$ cat config.mk
export PLATFORM = sky130hd
export DESIGN_NAME = grf_wb
export DESIGN_NICKNAME = d
export VERILOG_FILES = /design/src/rtl/grf_wb_pkg.sv /design/src/rtl/grf_wb_fifo.sv /design/src/rtl/grf_wb.sv
export SDC_FILE = /design/constraint.sdc
export NUM_CORES = 2
export LEC_CHECK = 0
export CAP_MARGIN = 25
export CORE_MARGIN = 8
export CORE_UTILIZATION = 55
export DETAILED_ROUTE_END_ITERATION = 10
export GPL_ROUTABILITY_DRIVEN = 0
export PLACE_DENSITY = 0.72
export SLEW_MARGIN = 25
export SYNTH_ARGS = -nofsm -noshare
export SYNTH_HDL_FRONTEND = slang
export SYNTH_SLANG_ARGS = --single-unit
export TNS_END_PERCENT = 30
$ cat constraint.sdc
create_clock -name clk -period 92.5 [get_ports clk]
set_clock_uncertainty 0.05 [all_clocks]
set_input_delay 9.25 -clock clk [delete_from_list [all_inputs] [get_ports clk]]
set_output_delay 9.25 -clock clk [all_outputs]
set_load 0.02 [all_outputs]
$ cat src/rtl/grf_wb_pkg.sv
// Shared types and constants for the register file / write-back queue slice.
package grf_wb_pkg;

    localparam int DATA_W = 32;
    localparam int ADDR_W = 5;
    localparam logic [ADDR_W-1:0] REG_ZERO = '0;

    typedef enum logic [2:0] {
        ALU_ADD = 3'b000,
        ALU_SUB = 3'b001,
        ALU_AND = 3'b010,
        ALU_OR  = 3'b011,
        ALU_SRL = 3'b100,
        ALU_SRA = 3'b101
    } alu_op_e;

    typedef struct packed {
        logic [ADDR_W-1:0] addr;
        logic [DATA_W-1:0] data;
    } wb_entry_t;

endpackage

$ cat src/rtl/grf_wb_fifo.sv
// Write-back queue: circular buffer of {addr,data} entries with every slot
// and its occupancy exposed so the read path can bypass undrained writes.
module grf_wb_fifo
    import grf_wb_pkg::*;
#(
    parameter int DATA_W = grf_wb_pkg::DATA_W,
    parameter int ADDR_W = grf_wb_pkg::ADDR_W,
    parameter int QDEPTH = 2,
    localparam int PTR_W = $clog2(QDEPTH),
    localparam int CNT_W = PTR_W + 1
) (
    input  logic              clk,
    input  logic              reset,
    input  logic              push,
    input  logic [ADDR_W-1:0] push_addr,
    input  logic [DATA_W-1:0] push_data,
    input  logic              pop,
    output logic [CNT_W-1:0]  count,
    output logic [PTR_W-1:0]  head,
    output logic [ADDR_W-1:0] ent_addr [QDEPTH],
    output logic [DATA_W-1:0] ent_data [QDEPTH],
    output logic [QDEPTH-1:0] valid,
    output logic [ADDR_W-1:0] head_addr,
    output logic [DATA_W-1:0] head_data
);

    logic [PTR_W-1:0] tail;
    logic             pop_ok;

    assign pop_ok    = pop && (count != '0);
    assign head_addr = ent_addr[head];
    assign head_data = ent_data[head];

    always_ff @(posedge clk or posedge reset) begin
        if (reset) begin
            head  <= '0;
            tail  <= '0;
            count <= '0;
            for (int unsigned i = 0; i < QDEPTH; i++) begin
                ent_addr[i] <= '0;
                ent_data[i] <= '0;
            end
        end else begin
            if (push) begin
                ent_addr[tail] <= push_addr;
                ent_data[tail] <= push_data;
                tail           <= tail + PTR_W'(1);
            end
            if (pop_ok) begin
                head <= head + PTR_W'(1);
            end
            case ({push, pop_ok})
                2'b10:   count <= count + CNT_W'(1);
                2'b01:   count <= count - CNT_W'(1);
                default: count <= count;
            endcase
        end
    end

    // A slot is occupied when its distance from head is below the fill count.
    always_comb begin
        valid = '0;
        for (int unsigned i = 0; i < QDEPTH; i++) begin
            valid[i] = ({1'b0, PTR_W'(i) - head} < count);
        end
    end

endmodule

$ cat src/rtl/grf_wb.sv
// 32x32 register file fed by a queued write-back port; reads bypass queued
// entries so ALU operands always reflect every accepted write.
module grf_wb #(
    parameter int DATA_W = grf_wb_pkg::DATA_W,
    parameter int ADDR_W = grf_wb_pkg::ADDR_W,
    parameter int QDEPTH = 2
) (
    input  logic                      clk,
    input  logic                      reset,
    input  logic                      wb_valid,
    output logic                      wb_ready,
    input  logic [ADDR_W-1:0]         wb_addr,
    input  logic [DATA_W-1:0]         wb_data,
    input  logic                      drain_en,
    input  logic [ADDR_W-1:0]         ra1,
    input  logic [ADDR_W-1:0]         ra2,
    output logic [DATA_W-1:0]         rd1,
    output logic [DATA_W-1:0]         rd2,
    output logic [$clog2(QDEPTH):0]   q_count
);
    import grf_wb_pkg::*;

    localparam int PTR_W = $clog2(QDEPTH);
    localparam int CNT_W = PTR_W + 1;
    localparam int NREG  = 2 ** ADDR_W;

    logic [DATA_W-1:0] regs [NREG];

    logic [CNT_W-1:0]  count;
    logic [PTR_W-1:0]  head;
    logic [ADDR_W-1:0] ent_addr [QDEPTH];
    logic [DATA_W-1:0] ent_data [QDEPTH];
    logic [QDEPTH-1:0] valid;
    logic [ADDR_W-1:0] head_addr;
    logic [DATA_W-1:0] head_data;
    logic              push;
    logic              pop;

    // Ready depends only on registered fill level, never on drain_en.
    assign wb_ready = !reset && (count < CNT_W'(QDEPTH));
    assign push     = wb_valid && wb_ready && (wb_addr != ADDR_W'(REG_ZERO));
    assign pop      = drain_en && (count != '0);
    assign q_count  = count;

    grf_wb_fifo #(
        .DATA_W (DATA_W),
        .ADDR_W (ADDR_W),
        .QDEPTH (QDEPTH)
    ) u_fifo (
        .clk       (clk),
        .reset     (reset),
        .push      (push),
        .push_addr (wb_addr),
        .push_data (wb_data),
        .pop       (pop),
        .count     (count),
        .head      (head),
        .ent_addr  (ent_addr),
        .ent_data  (ent_data),
        .valid     (valid),
        .head_addr (head_addr),
        .head_data (head_data)
    );

    always_ff @(posedge clk or posedge reset) begin
        if (reset) begin
            for (int unsigned i = 0; i < NREG; i++) begin
                regs[i] <= '0;
            end
        end else if (pop) begin
            regs[head_addr] <= head_data;
        end
    end

    // Walk oldest to youngest so the newest matching entry overrides.
    always_comb begin
        logic [PTR_W-1:0] idx;
        idx = head;
        rd1 = regs[ra1];
        rd2 = regs[ra2];
        for (int unsigned k = 0; k < QDEPTH; k++) begin
            idx = head + PTR_W'(k);
            if (valid[idx] && (ent_addr[idx] == ra1)) begin
                rd1 = ent_data[idx];
            end
            if (valid[idx] && (ent_addr[idx] == ra2)) begin
                rd2 = ent_data[idx];
            end
        end
        if (ra1 == ADDR_W'(REG_ZERO)) begin
            rd1 = '0;
        end
        if (ra2 == ADDR_W'(REG_ZERO)) begin
            rd2 = '0;
        end
    end

endmodule

==> results.md <==
| Metric | Reported |
|---|---|
| Library cell contributing the largest single delay on the critical path | sky130_fd_sc_hd__buf_4 |
| Max-slew violation total from the final report | 0 |
| Number of hold buffers added after CTS | 0 |
| FF+latch count, synth | 1102 |
| Capturing element type of the critical path | output pin |
| Setup fix buffers added after clock tree synthesis | 0 |
| Area added between synthesis and finish | 10.7% |
| Via density | 6.91 |
| Number of buffers added by the clock tree synthesis step | 115 |
| First-pass GRT wire length | 279000 µm |
| Launch point of the worst reg-to-reg path | u_fifo.head$_DFFE_PP0P_ |
| Count of filler cells inserted in the layout | 8085 |
| WL per Instance | 28.8 µm |
| Min cycle time layout | 23.83 ns |
| Insertion delay to the later sink of the worst-skew pair | 0.71 ns |
| Core Region | 104000 µm² |
| Detailed Place HPWL | 102000 µm |
| Class of the most critical hold timing path | flop to flop |
| Startpoint class of the critical path | primary input |
| Status | finished, final reports clean |
| Static power due to leakage | 0.0265 µW |
| Buffers from clock root to sink, at most | 3 |
| Post-Route Setup TNS | 0 ns |
| Kind of cell adding the most delay to the critical path | buffers and inverters |
| Clock transition at the registers of the reported paths | 0.06 ns |
| Die Footprint | 115000 µm² |
| Largest incremental delay on the critical path | 0.82 ns |
| Netlist area before placement | 57500 µm² |
| Origin of the worst setup path | ra1[0] |
| Max-cap viol count | 0 |
| Deepest level of the CTS H-tree | 3 |
| Stages on the worst setup path | 11 |
| Hold Vio Cnt, Final | 0 |
| Category of the critical setup timing path | primary input to output pin |
| Via count | 44600 |
| Fraction of layout instances using a drive strength above 1 | 0.201 |
| TritonCTS clock tree | built |
| Number of sinks handled by clock tree synthesis | 1102 |
| Number of synthesized flops with an enable pin | 0 |
| Starting utilization of the core area | 0.554 |
| Number of DRC violations after detailed routing | 0 |
| Worst Reg2Reg Path Length in Cells | 7 |
| Global route overflow | 0 |
| Worst rel slew slack | 0.256 |
| Number of global-route vias before repair | 43900 |
| YS warnings | 0 |
| Post-synth top area share | 0.480 |
| RSZ-0062 raised after global routing | no |
| Most numerous cell on the critical path | sky130_fd_sc_hd__a211oi_1 |
| Height of the chip | 339 µm |
| Dpl cell area | 59600 µm² |
| Synthesized area divided by synthesized cell count | 11.1 µm² |
| Reg-to-reg endpoint | regs[495]$_DFFE_PP0P_ |
| Capturing instance or port of the critical path | rd1[19] |
| Cell at the root of the clock tree | sky130_fd_sc_hd__clkbuf_16 |
| Net count, final | 5023 |
| Crit path buf inv count | 5 |
| Number of antenna violations at the first check in global routing | 4 |
| Setup-failing EPs final | 0 |
| Overall Global Routing Usage | 0.317 |
| Final hold slack | 0.445 ns |
| Design area | 63600 µm² |
| Biggest area consumer among synthesized cells | sky130_fd_sc_hd__dfrtp_1 |
| Crit Path Max Fanout | 85 |
| FF-to-FF setup slack | 88.46 ns |
| Period utilisation layout | 0.258 |
| Cell types with the highest counts after synthesis | sky130_fd_sc_hd__dfrtp_1, sky130_fd_sc_hd__nor2_1, sky130_fd_sc_hd__nand2_1, sky130_fd_sc_hd__o21ai_0, sky130_fd_sc_hd__a21oi_1 |
| Pwr per Cell Area | 35.0 nW/µm² |
| Cell with the most instances after synthesis | sky130_fd_sc_hd__dfrtp_1 |
| Total I/O pin count | 118 |
| Async set-or-reset flop fraction in the synthesized netlist | 1.00 |
| Total of cells resized after clock tree synthesis | 0 |
| Fmax | 42.0 MHz |
| Critical path data arrival time | 14.53 ns |
| Flip-flop cell with the highest count after synthesis | sky130_fd_sc_hd__dfrtp_1 |
| Starting DRT DRC Count | 6092 |
| Count of cell types in the netlist | 52 |
| Die span in x | 339 µm |
| Remaining number of nets flagged by the antenna check after routing | 0 |
| Critical path data required time | 83.20 ns |
| Maximum number of pins on one net before global-route repair | 184 |
| Worst ir drop on vdd | 0.0000303 V |
| Number of port buffers | 117 |
| Synthesized netlist net count | 5209 |
| Final wirelength | 186000 µm |
| Number of detailed-route iterations in the first pass | 6 |
| Top cells by area in the synthesized netlist | sky130_fd_sc_hd__dfrtp_1, sky130_fd_sc_hd__mux4_2, sky130_fd_sc_hd__o21ai_0 |
| Slew at the pin closest to its max-slew limit | 1.12 ns |
| Std-Cell Rows | 118 |
| Post-Syn Instances | 5157 |
| Critical Path, Cell by Cell | buf_8 > buf_12 > buf_6 > buf_4 > mux4_2 > nor2b_1 > a211oi_1 > a211oi_1 > a211oi_1 > a211oi_1 > clkdlybuf4s50_1 |
| Register area share after synthesis | 0.480 |
| Post-layout utilization of the core | 0.614 |
## area by class of cell
| type | count | area [µm²] | area share |
|---|---|---|---|
| clock buffers | 181 | 3540 | 0.0556 |
| well taps | 1380 | 1730 | 0.0271 |
| flip-flops and latches | 1102 | 27600 | 0.433 |
| clock inverters | 32 | 425 | 0.00669 |
| multi-input cells | 3469 | 27900 | 0.438 |
| inverters | 38 | 150 | 0.00236 |
| diodes | 2 | 5.00 | 0.0000787 |
| repair buffers | 245 | 2310 | 0.0363 |
## how the worst min path moves through the flow
stage / startpoint / end / slack (ns) / cells after the start
after floorplan: regs[160]$_DFFE_PP0P_ / regs[160]$_DFFE_PP0P_ / 0.41 / 2
after global placement: regs[264]$_DFFE_PP0P_ / regs[264]$_DFFE_PP0P_ / 0.42 / 2
after detailed placement: regs[308]$_DFFE_PP0P_ / regs[308]$_DFFE_PP0P_ / 0.43 / 2
after CTS: regs[162]$_DFFE_PP0P_ / regs[162]$_DFFE_PP0P_ / 0.45 / 2
after global routing: regs[71]$_DFFE_PP0P_ / regs[71]$_DFFE_PP0P_ / 0.47 / 2
final: regs[662]$_DFFE_PP0P_ / regs[662]$_DFFE_PP0P_ / 0.45 / 2
## metrics by stage
stage / setup WS, ns / total power (µW) / cells
after global routing: 68.25 / 2340 / 6447
after floorplan: 52.17 / 1440 / 5157
after detailed placement: 68.36 / 1720 / 6231
final: 68.67 / 2230 / 6449
after global placement: 68.41 / 1680 / 6230
after CTS: 68.37 / 2210 / 6444
## worst register-to-register path, stage by stage, from the launching register on
cell,delay [ns]
sky130_fd_sc_hd__dfrtp_4,0.55
sky130_fd_sc_hd__buf_4,0.58
sky130_fd_sc_hd__mux2i_2,0.70
sky130_fd_sc_hd__nand3b_1,0.43
sky130_fd_sc_hd__nor2_4,0.48
sky130_fd_sc_hd__buf_4,0.80
sky130_fd_sc_hd__nor2_1,0.19
sky130_fd_sc_hd__a21oi_1,0.16
## where the power goes
group | switching (µW) | internal [µW]
clock | 200 | 286
sequential | 170 | 700
combinational | 488 | 384
## layout by cell type (no fill, tap or decap), drive strengths merged, types with 7 or more instances in the layout
cell type and n:
dfrtp 1102, nor2 538, nand2 537, o21ai 516, a21oi 514, mux4 504, a211oi 218, clkbuf 181
mux2i 152, buf 136, o22ai 125, clkdlybuf4s50 109, mux2 73, nor3 72, nor2b 67, inv 42
a211o 32, a32oi 31, xnor2 22, clkinv 18, nand3b 9, bufinv 9, nor3b 7
## cells by family (layout without fill, tap and decap cells)
family                   Yosys count  after routing  share of synthesized area
buffers and inverters            586            496                     0.0415
other                              0              2                          0
AND/OR/NAND/NOR                 1265           1265                     0.0904
adder cells (fa/ha/maj)            1              1                   0.000218
XOR/XNOR                          25             25                    0.00381
AO/OA/AOI/OAI                   1449           1449                      0.146
flip-flops                      1102           1102                      0.480
multiplexers                     729            729                      0.238
## per-layer routing
metal / GRT usage / vias to the layer above / share of wire
met3: 0.0951 / 569 / 0.12
li1: - / 18600 / -
met1: 0.423 / 22500 / 0.37
met5: 0 / - / 0.00019
met2: 0.482 / 2898 / 0.46
met4: 0.145 / 6 / 0.050
## flip-flops by register name (all words and copies together) (netlist names)
name             flops
regs              1024
u_fifo.ent_addr     10
u_fifo.count         2
u_fifo.head          1
u_fifo.ent_data     64
u_fifo.tail          1
Note: power is estimated with default switching activity, not from simulation.
